File: src/rtl/io_responder.sv
// rtl/io_responder.sv - IN/OUT board responder: debounced button + switch capture, OUT latch, hex display
module io_responder #(
    parameter int DATA_W       = 32,
    parameter int SW_W         = 16,
    parameter int DEBOUNCE_CYC = 500000
) (
    input  logic              clk,
    input  logic              rst_n,
    input  logic              botao,
    input  logic [SW_W-1:0]   chaves,
    input  logic              in_req,
    output logic              enter,
    output logic [DATA_W-1:0] dado_in,
    input  logic              out_strobe,
    input  logic [DATA_W-1:0] out_data,
    output logic [DATA_W-1:0] dado_out,
    output logic              out_valid,
    output logic [6:0]        hex0,
    output logic [6:0]        hex1,
    output logic [6:0]        hex2,
    output logic [6:0]        hex3
);

    localparam int               CNT_W   = $clog2(DEBOUNCE_CYC);
    localparam logic [CNT_W-1:0] CNT_MAX = CNT_W'(DEBOUNCE_CYC - 1);

    typedef enum logic [2:0] {
        S_IDLE,
        S_DEB,
        S_PEND,
        S_ACK,
        S_REL
    } state_t;

    state_t           state, state_next;
    logic [CNT_W-1:0] cnt, cnt_next;
    logic             enter_next;
    logic             capture;
    logic             sync_q, b;

    always_ff @(posedge clk or negedge rst_n) begin
        if (!rst_n) begin
            sync_q <= 1'b0;
            b      <= 1'b0;
        end else begin
            sync_q <= botao;
            b      <= sync_q;
        end
    end

    always_ff @(posedge clk or negedge rst_n) begin
        if (!rst_n) begin
            state <= S_IDLE;
            cnt   <= '0;
            enter <= 1'b0;
        end else begin
            state <= state_next;
            cnt   <= cnt_next;
            enter <= enter_next;
        end
    end

    // Counter restarts on every state change so each stable window is measured from zero.
    always_comb begin
        state_next = state;
        cnt_next   = cnt;
        enter_next = enter;
        capture    = 1'b0;
        case (state)
            S_IDLE: begin
                if (b) begin
                    state_next = S_DEB;
                    cnt_next   = '0;
                end
            end
            S_DEB: begin
                if (!b) begin
                    state_next = S_IDLE;
                    cnt_next   = '0;
                end else if (cnt == CNT_MAX) begin
                    state_next = S_PEND;
                    cnt_next   = '0;
                    capture    = 1'b1;
                end else begin
                    cnt_next = cnt + CNT_W'(1);
                end
            end
            S_PEND: begin
                if (in_req) begin
                    state_next = S_ACK;
                    cnt_next   = '0;
                    enter_next = 1'b1;
                end
            end
            S_ACK: begin
                if (!in_req) begin
                    state_next = S_REL;
                    cnt_next   = '0;
                    enter_next = 1'b0;
                end
            end
            S_REL: begin
                if (b) begin
                    cnt_next = '0;
                end else if (cnt == CNT_MAX) begin
                    state_next = S_IDLE;
                    cnt_next   = '0;
                end else begin
                    cnt_next = cnt + CNT_W'(1);
                end
            end
            default: begin
                state_next = S_IDLE;
                cnt_next   = '0;
                enter_next = 1'b0;
            end
        endcase
    end

    always_ff @(posedge clk or negedge rst_n) begin
        if (!rst_n) begin
            dado_in <= '0;
        end else if (capture) begin
            dado_in <= DATA_W'(chaves);
        end
    end

    always_ff @(posedge clk or negedge rst_n) begin
        if (!rst_n) begin
            dado_out  <= '0;
            out_valid <= 1'b0;
        end else if (out_strobe) begin
            dado_out  <= out_data;
            out_valid <= 1'b1;
        end
    end

    // Active-low segments ordered {g,f,e,d,c,b,a}.
    function automatic logic [6:0] seg7(input logic [3:0] v);
        case (v)
            4'h0: seg7 = 7'b1000000;
            4'h1: seg7 = 7'b1111001;
            4'h2: seg7 = 7'b0100100;
            4'h3: seg7 = 7'b0110000;
            4'h4: seg7 = 7'b0011001;
            4'h5: seg7 = 7'b0010010;
            4'h6: seg7 = 7'b0000010;
            4'h7: seg7 = 7'b1111000;
            4'h8: seg7 = 7'b0000000;
            4'h9: seg7 = 7'b0010000;
            4'hA: seg7 = 7'b0001000;
            4'hB: seg7 = 7'b0000011;
            4'hC: seg7 = 7'b1000110;
            4'hD: seg7 = 7'b0100001;
            4'hE: seg7 = 7'b0000110;
            default: seg7 = 7'b0001110;
        endcase
    endfunction

    assign hex0 = seg7(dado_out[3:0]);
    assign hex1 = seg7(dado_out[7:4]);
    assign hex2 = seg7(dado_out[11:8]);
    assign hex3 = seg7(dado_out[15:12]);

endmodule

File: config.mk
export PLATFORM = sky130hd
export DESIGN_NAME = io_responder
export DESIGN_NICKNAME = d
export VERILOG_FILES = /design/src/rtl/io_responder.sv
export SDC_FILE = /design/constraint.sdc
export NUM_CORES = 1
export LEC_CHECK = 0
export BUFFER_PORTS_ARGS = -buffer_cell sky130_fd_sc_hd__buf_4
export CORE_MARGIN = 5
export CORE_UTILIZATION = 35
export CTS_CLUSTER_SIZE = 25
export DETAILED_ROUTE_END_ITERATION = 10
export PLACE_DENSITY = 0.66
export SLEW_MARGIN = 20
export SYNTH_ARGS = -nofsm -noshare
export SYNTH_HDL_FRONTEND = slang
export SYNTH_SLANG_ARGS = --single-unit
File: constraint.sdc
create_clock -name clk -period 2.5 [get_ports clk]
set_input_delay 0.5 -clock clk [delete_from_list [all_inputs] [get_ports clk]]
set_output_delay 0.5 -clock clk [all_outputs]
set_load 0.02 [all_outputs]
==> results of run 1 <==
-- power groups by stage --
stage / Sequential, mW / Combinational [mW] / Clock, mW
floorplan: 1.39 / 0.429 / 0
global placement: 1.36 / 0.784 / 0
detailed placement: 1.37 / 0.794 / 0
CTS: 1.35 / 0.797 / 1.34
global route: 1.36 / 0.857 / 1.39
finish: 1.35 / 0.788 / 1.29
-- sequential cells by signal, summed over array words and instances (netlist names) --
| name | cells |
|---|---|
| b | 1 |
| cnt | 19 |
| dado_in | 16 |
| dado_out | 32 |
| enter | 1 |
| out_valid | 1 |
| state | 3 |
| sync_q | 1 |
-- cells in the final DEF (no fill, tap or decap), types with 8 or more instances in the layout --
cell type / n
ha_1: 23
nand2_1: 22
dfrtp_1: 69
mux2i_1: 9
a22o_1: 10
mux2_2: 31
nor2b_1: 9
mux2_4: 9
o21ai_0: 22
inv_1: 10
a21oi_1: 11
conb_1: 16
buf_4: 139
xor2_1: 8
nor2_1: 31
clkbuf_16: 9
-- metrics by stage --
stage,hold slack [ns],setup WS [ns],area (sq um),utilization [%],total power [mW]
2_1_floorplan,0.204,0.398,4380,-,1.82
3_3_place_gp,0.333,0.420,5390,44.7,2.15
3_5_place_dp,0.346,0.346,5390,44.7,2.16
4_1_cts,0.146,0.0115,5700,47.2,3.48
5_1_grt,0.166,0.0164,5710,47.3,3.61
6_report,0.123,0.0935,5710,47.3,3.43
-- worst max-delay path by stage --
stage | slack (ns) | depth (start not counted) | endpoint
final | 0.09 | 6 | hex1[0]
after CTS | 0.01 | 6 | hex3[0]
after global routing | 0.02 | 6 | hex3[0]
after global placement | 0.42 | 6 | hex3[0]
after detailed placement | 0.35 | 6 | hex3[0]
after floorplan | 0.40 | 5 | hex3[0]
-- area by class of cell --
class	count	share of cell area, %
multi-input combinational	287	39.1
sequential	74	32.6
timing repair buffer	139	18.3
clock buffer	10	4.19
tap	168	3.68
clock inverter	6	1.16
inverter	16	1.05
-- cells by family after synthesis --
group / count (synthesis)
buffers and inverters: 55
AOI/OAI and AO/OA: 76
and+or+nand+nor: 106
adders and majority gates: 25
xor gates and xnor gates: 11
other: 1
DFF: 74
muxes: 53
-- timing repair --
action / 4_1_cts / 5_1_grt
gates resized for setup: 1 / 11
gates cloned: 0 / 0
pin swaps: 0 / 0
setup endpoints to repair: 1 / 6
-- metal layers --
layer  track usage (%)  wire length, microns  part of all wire, %  vias to the layer above
met1              18.1                  4460                   44                     1647
met5                 0                     0                    0                        -
met3              3.73                   709                  7.0                        4
met4              2.97                    48                 0.47                        0
met2              22.6                  4920                   49                      109
li1                  -                     -                    -                     1645
==> results_dict.tcl, run 1 <==
set metrics [dict create \
    fin_nets 605 \
    power.share.switching_pct 29.2 \
    clk_transition_reported_paths_ns 0.06 \
    grt_antenna_before_repair 0 \
    maxCapViolations 0 \
    crit_path_max_fo 6 \
    worstPathCellList "inv_1 > ha_1 > nor2_1 > or3b_2 > o21ai_0 > buf_4" \
    total_switching_power_mw 1.00 \
    grt_pass1_wl_mm 16.6 \
    worstRegToRegCells 6 \
    ys_top_cells_by_count "74 x dfrtp_1, 31 x mux2_2, 31 x nor2_1" \
    final-instance-count-excl-fill 700 \
    regToRegStartpoint "cnt[6]" \
    synth.top_cells.by_area "dfrtp_1 43%, mux2_2 8.1%, ha_1 7.2%" \
    grt_start_max_net_pins 43 \
    area_taken_by_flip_flops_and_latches_sq_um 1860 \
    clock_latency_ns 0.33 \
    power_frac_comb_pct 23.0 \
    number_of_cell_rows 40 \
    power.share.clock_pct 37.7 \
    final_hold_viol_count 0 \
    buffer_ports.inserted 130 \
    status "completed" \
    timing.setup.tns_ns 0 \
    ys_types 56 \
    avg_vias_per_cell 4.86 \
    post-cts-setup-buffers 0 \
    clock-sinks 74 \
    hp-class "in2async" \
    synthesis.yosys.warnings 0 \
    cts.path.max_buffers 2 \
    irDropWorstVdd_mv 0.405 \
    grt_overflow_total 0 \
    timing.critical_path.slowest_cell_delay_ns 0.45 \
    htreeDepth 3 \
    synthMuxAreaShare_pct 15.4 \
    hold_buffers 0 \
    power.internal_mw 2.43 \
    n_fill_cell 1080 \
    layout_min_cycle_time_ns 2.41 \
    largest_area_contributor_in_the_synthesized_netlist "dfrtp_1" \
    start_point_of_the_critical_path "dado_out[4]" \
    area_of_the_multi_input_gates_sq_um 2230 \
    drt_drc_violations_left 0 \
    ys.flop_type "dfrtp_1" \
    yosys.area_share.xor_xnor_pct 2.23 \
    grt.total_usage_pct 13.7 \
    die_y_microns 121 \
    clockRootBuffer "clkbuf_16" \
    synth_seq_area_share_pct 42.9 \
    globalplace.congestion 0.810 \
    unrepaired_setup_endpoints_after_global_routing "no" \
    post_route_cells_drive_above_1_share_pct 42.5 \
    cts_bufs_inserted 9 \
    io_pins 147 \
    synthCells 401 \
    finalClockSkew_ns 0.0105 \
    count_of_final_setup_violators 0 \
    tritoncts_clock_tree "yes" \
    dp_hpwl_mm 7.66 \
    startpoint_type "flop" \
    grt_pass1_vias 3328 \
    coreArea_sq_um 12100 \
    synth.most_common_cell "dfrtp_1" \
    synth_simple_gate_area_share_pct 13.4 \
    p_leak_nw 2.77 \
    complex_gate_fraction_of_the_synthesized_area_pct 11.8 \
    first_drt_iteration_drcs 213 \
    worstPathArrival_ns 1.91 \
    critical_path.slowest_cell "dfrtp_1" \
    detail_route.first_pass.iterations 4 \
    synth-adder-area-share_pct 7.24 \
    numPlacedInstances 684 \
    syn_avg_cell_area_sq_um 10.8 \
    worst-endpoint-required_ns 2.00 \
    die_width_microns 121 \
    synth_top_family_by_area "multiplexers" \
    timing.reg2reg.setup_slack_ns 0.44 \
    ys_seq_elements 74 \
    edff_count_synth 0 \
    worst-path-buf-inv 2 \
    syn-cell-area_sq_um 4320 \
    fmaxAchievable_mhz 416 \
    vias 3405 \
    wl_per_cell_microns 14.5 \
    final-max-slew-violation-count 0 \
    endpoint_kind "primary output" \
    drt-total-wl_mm 10.1 \
    die_area_sq_um 14700 \
    synthArstFlopShare_pct 100 \
    portion_of_synthesized_cell_area_occupied_by_the_leading_cell_type_pct 42.9 \
    antennaDiodeCount 0 \
    areaGrowthSynthToFinish_pct 32.1 \
    pwrdens_nw_per_um2 601 \
    timing.critical_path.max_delay_family "simple AND/OR/NAND/NOR gates" \
    power.share.sequential_pct 39.4 \
    timing.setup.critical_path_class "reg2out" \
    worstReg2RegEnd "dado_in[1]" \
    drt.antenna.violating_nets 0 \
    effective_utilization_at_floorplan_pct 35.8 \
    min_period_over_period_pct 96.3 \
]
(Power assumes the default switching activity.)
==> inputs of run 2 (changes only) <==
- CORE_UTILIZATION: 35 -> 40
- PLACE_DENSITY: 0.66 -> 0.73
==> run 2 against run 1 <==
Effect of this change: total power is 13% lower; critical path depth did not move; clock power shrank 33%; non-clock buffer count decreased by 4; count of clock-buffer cells in the layout is 1 lower; largest power group unchanged.
==> results_dict.tcl, run 2 (synthesis gave the netlist of run 1 again) <==
set metrics [dict create \
    buffer_ports.inserted 130 \
    timing.setup.tns_ns 0 \
    mostFrequentLayoutCell "buf_4" \
    first_drt_iteration_drcs 254 \
    areaGrowthSynthToFinish_pct 28.4 \
    startpoint_type "flop" \
    globalplace.congestion 0.847 \
    antennaDiodeCount 0 \
    maxUsedRoutingLayer "met4" \
    irDropWorstVdd_mv 0.242 \
    clock_latency_ns 0.35 \
    grt_start_max_net_pins 75 \
    drt.antenna.violating_nets 0 \
    placedInstanceArea_sq_um 5330 \
    worstPathCellList "inv_2 > ha_2 > nor2b_1 > or3b_2 > o21ai_0 > buf_4" \
    fin_total_pwr_mw 2.99 \
    coreArea_sq_um 10700 \
    fin_hold_ws_ns 0.262 \
    vias 3339 \
    grt_pass1_wl_mm 15.8 \
    count_of_final_setup_violators 0 \
    clk_transition_reported_paths_ns 0.08 \
    hold_buffers 0 \
    endpoint_kind "primary output" \
    number_of_cell_rows 38 \
    timing.setup.critical_path_class "reg2out" \
    grt_overflow_total 0 \
    worstPathArrival_ns 1.89 \
    grt_pass1_vias 3280 \
    n_fill_cell 947 \
    drt_drc_violations_left 0 \
    effective_utilization_at_floorplan_pct 40.4 \
    top_register "dado_out" \
    die_width_microns 114 \
    unrepaired_setup_endpoints_after_global_routing "no" \
    dp_hpwl_mm 7.23 \
    reg_top3 "dado_out: 32 flops, cnt: 19 flops, dado_in: 16 flops" \
    timing.critical_path.max_delay_family "simple AND/OR/NAND/NOR gates" \
    largest_register_ff_count 32 \
    numPlacedInstances 652 \
    drt-total-wl_mm 9.86 \
    top_library_cells_by_usage_in_the_layout_fill_and_taps_aside "135 x buf_4, 68 x dfrtp_1, 31 x nor2_1, 31 x mux2_2" \
    worst-path-buf-inv 2 \
    worst-endpoint-required_ns 2.00 \
    cts_bufs_inserted 9 \
    layout_min_cycle_time_ns 2.39 \
    io_pins 147 \
    min_period_over_period_pct 95.8 \
    htreeDepth 3 \
    final_design_area_no_fill_sq_um 5540 \
    worst_slew_margin_rel_pct 38.6 \
    crit_path_max_fo 6 \
    hp-class "in2reg" \
    die_area_sq_um 13000 \
    wl_per_cell_microns 14.8 \
    maxCapViolations 0 \
    timing.critical_path.slowest_cell_delay_ns 0.45 \
    pwrdens_nw_per_um2 539 \
    post_route_cells_drive_above_1_share_pct 42.6 \
    final-instance-count-excl-fill 668 \
    p_leak_nw 2.70 \
    clockRootBuffer "clkbuf_8" \
    avg_vias_per_cell 5.00 \
    wl_met2_mm 4.85 \
    tritoncts_clock_tree "yes" \
    grt_antenna_before_repair 0 \
    fmaxAchievable_mhz 418 \
    final_hold_viol_count 0 \
    cts.path.max_buffers 2 \
    route.met3.wl_microns 677 \
    final-max-slew-violation-count 0 \
    clock-sinks 74 \
    die_y_microns 114 \
    worst-slew-pin-transition_ns 0.921 \
    status "completed" \
    met1_length_mm 4.25 \
    fin_nets 601 \
    grt.total_usage_pct 14.7 \
    critical_path.slowest_cell "dfrtp_1" \
    detail_route.first_pass.iterations 4 \
    finalClockSkew_ns 0.0122 \
]
==> run 2: cell types whose count changed in the layout (fill, tap and decap cells not counted), moves of 2 or more <==
cell / delta
ha_4: +2
inv_6: +2
clkbuf_8: +8
clkbuf_16: -9
buf_4: -4
==> run 2: repair_timing <==
item	CTS	global route
buffers inserted	0	0
gates cloned	0	0
hold endpoints to repair	0	0
gates resized for setup	2	15
setup endpoints to repair	1	7
==> run 2: worst paths after layout <==
path	startpoint	to	slack (ns)	cells past startpoint
min	botao	sync_q	0.26	1
max reg2reg	cnt[5]	cnt[3]	0.43	6
max in group asynchronous	rst_n	dado_out[9]	1.55	1
max	dado_out[1]	hex0[0]	0.11	6
min reg2reg	sync_q	b	0.36	0
min in group asynchronous	rst_n	dado_in[3]	0.29	1
==> run 2: cell type report <==
| cell class | instances | area (sq um) | area share (%) |
|---|---|---|---|
| tap | 140 | 175 | 3.16 |
| clock inverter | 7 | 60.1 | 1.08 |
| sequential | 74 | 1860 | 33.5 |
| multi-input combinational | 287 | 2250 | 40.6 |
| clock buffer | 9 | 124 | 2.23 |
| timing repair buffer | 135 | 1010 | 18.3 |
| inverter | 16 | 60.1 | 1.08 |
==> run 2: where the power goes <==
part | total, mW | internal, mW | switching (mW)
clock | 0.858 | 0.375 | 0.483
sequential | 1.35 | 1.26 | 0.0929
combinational | 0.784 | 0.369 | 0.415
total | 2.99 | 2.00 | 0.991
==> run 2: layer usage <==
layer  vias to the layer above  GRT usage, %
li1                       1642             -
met2                       101          24.1
met3                        10          4.19
met4                         0          3.72
met1                      1586          19.2
met5                         -             0
==> run 2: stage by stage <==
step                      setup WS (ns)  utilization [%]
final                             0.105             51.8
after global placement            0.443             49.8
after detailed placement          0.364             49.8
after global routing            0.00350             51.8
after CTS                        0.0163             51.5
after floorplan                   0.398                -
==> inputs of run 3 (changes only) <==
- CORE_UTILIZATION: 40 -> 45
- PLACE_DENSITY: 0.73 -> 0.8
==> run 3 against run 2 <==
Effect of this change: final cell count down 1.3%; largest cell class unchanged; count of clock-buffer cells in the layout is the same; flip-flop and latch count stayed put; critical endpoint is now hex0[3]; first-iteration DRC count fell by 35%; fmax is essentially flat; global-route usage up 2.4 points; register-to-register slack worse by 0.06 ns; hold slack got worse by 0.12 ns; worst setup slack improved by 0.00073 ns; critical path depth fell by 1.
==> results_dict.tcl, run 3 (synthesis gave the netlist of run 1 again) <==
set metrics [dict create \
    largest_register_ff_count 32 \
    cts_bufs_inserted 9 \
    worst-endpoint-required_ns 2.00 \
    io_pins 147 \
    crit_path_max_fo 6 \
    clockRootBuffer "clkbuf_8" \
    cts.path.max_buffers 2 \
    detail_route.first_pass.iterations 5 \
    final-max-slew-violation-count 0 \
    post_route_cells_drive_above_1_share_pct 42.6 \
    mostFrequentLayoutCell "buf_4" \
    endpoint_kind "primary output" \
    worstPathArrival_ns 1.89 \
    clock-sinks 74 \
    coreArea_sq_um 9280 \
    tritoncts_clock_tree "yes" \
    die_y_microns 108 \
    fmaxAchievable_mhz 418 \
    final_core_utilization_pct 59.8 \
    grt_overflow_total 0 \
    hp-class "in2async" \
    wl_per_cell_microns 15.3 \
    clock_latency_ns 0.35 \
    numPlacedInstances 642 \
    maxCapViolations 0 \
    vias 3420 \
    final_hold_viol_count 0 \
    effective_utilization_at_floorplan_pct 46.5 \
    drt.antenna.violating_nets 0 \
    worst_slew_margin_rel_pct 61.6 \
    finalClockSkew_ns 0.0124 \
    timing.setup.critical_path_class "reg2out" \
    reg_top3 "dado_out: 32 flops, cnt: 19 flops, dado_in: 16 flops" \
    clk_transition_reported_paths_ns 0.09 \
    grt_pass1_wl_mm 16.2 \
    avg_vias_per_cell 5.19 \
    irDropWorstVdd_mv 0.294 \
    status "completed" \
    top_library_cells_by_usage_in_the_layout_fill_and_taps_aside "137 x buf_4, 69 x dfrtp_1, 31 x nor2_1, 31 x mux2_2" \
    pwrdens_nw_per_um2 559 \
    grt.total_usage_pct 17.0 \
    layout_min_cycle_time_ns 2.39 \
    timing.setup.tns_ns 0 \
    number_of_cell_rows 35 \
    antennaDiodeCount 0 \
    die_width_microns 108 \
    min_period_over_period_pct 95.8 \
    grt_pass1_vias 3367 \
    hold_buffers 0 \
    buffer_ports.inserted 130 \
    fin_nets 603 \
    globalplace.congestion 0.874 \
    startpoint_type "flop" \
    worst-slew-pin-transition_ns 0.576 \
    unrepaired_setup_endpoints_after_global_routing "yes" \
    count_of_final_setup_violators 0 \
    die_area_sq_um 11700 \
    drt-total-wl_mm 10.1 \
    p_leak_nw 2.72 \
    areaGrowthSynthToFinish_pct 28.4 \
    final-instance-count-excl-fill 659 \
    top_register "dado_out" \
    grt_antenna_before_repair 0 \
    htreeDepth 3 \
    first_drt_iteration_drcs 164 \
    dp_hpwl_mm 7.70 \
    drt_drc_violations_left 0 \
    grt_start_max_net_pins 44 \
]
run 3: cell types whose count changed in the layout (fill, tap and decap cells not counted), sizes merged:
| cell | before | now |
|---|---|---|
| inv | 18 | 19 |
| buf | 135 | 137 |
| clkinvlp | 3 | 1 |
| bufinv | 0 | 1 |
run 3: power by group:
part / total [mW] / switching, mW / internal (mW)
sequential: 1.35 / 0.0913 / 1.26
combinational: 0.788 / 0.419 / 0.370
clock: 0.967 / 0.487 / 0.480
total: 3.10 / 0.997 / 2.10
run 3: layout make-up:
type	count	area, sq um
clock buffer	9	124
clock inverter	7	83.8
fill	796	3740
inverter	16	60.1
multi-input combinational	287	2230
sequential	74	1860
tap	129	161
timing repair buffer	137	1030
run 3: timing repair:
action | CTS | global route
setup endpoints to repair | 2 | 7
cloned | 0 | 0
pin swaps | 0 | 0
gates resized for setup | 2 | 12
buffers inserted | 0 | 1
run 3: layer usage:
metal / vias up / routed length [microns] / GRT usage (%)
met5: - / 0 / 0
met1: 1640 / 4380 / 22.6
li1: 1642 / - / -
met3: 8 / 778 / 3.88
met2: 130 / 4860 / 28.7
met4: 0 / 65 / 3.52
run 3: critical path, cell delays in order, from the launching register on:
cell	delay, ns
dfrtp_1	0.48
inv_2	0.11
ha_1	0.29
inv_1	0.05
mux4_2	0.44
buf_4	0.17
run 3: worst paths after layout:
path                       cells past startpoint            to   startpoint  slack (ns)
max                                            5       hex0[3]  dado_out[0]        0.11
min                                            1         enter        rst_n        0.14
max reg2reg                                    5       cnt[13]     state[0]        0.37
min reg2reg                                    0             b       sync_q        0.35
max in group asynchronous                      2  dado_out[13]        rst_n        1.69
min in group clk                               1        sync_q        botao        0.26
run 3: metrics by stage:
step           instance area [sq um]  setup WS [ns]  power (mW)  hold slack [ns]
3_3_place_gp                    5320          0.425        2.13            0.332
3_5_place_dp                    5320          0.368        2.16            0.349
5_1_grt                         5550        -0.0145        3.26            0.167
4_1_cts                         5530        0.00870        3.14            0.144
2_1_floorplan                   4380          0.398        1.82            0.204
6_report                        5550          0.106        3.10            0.140
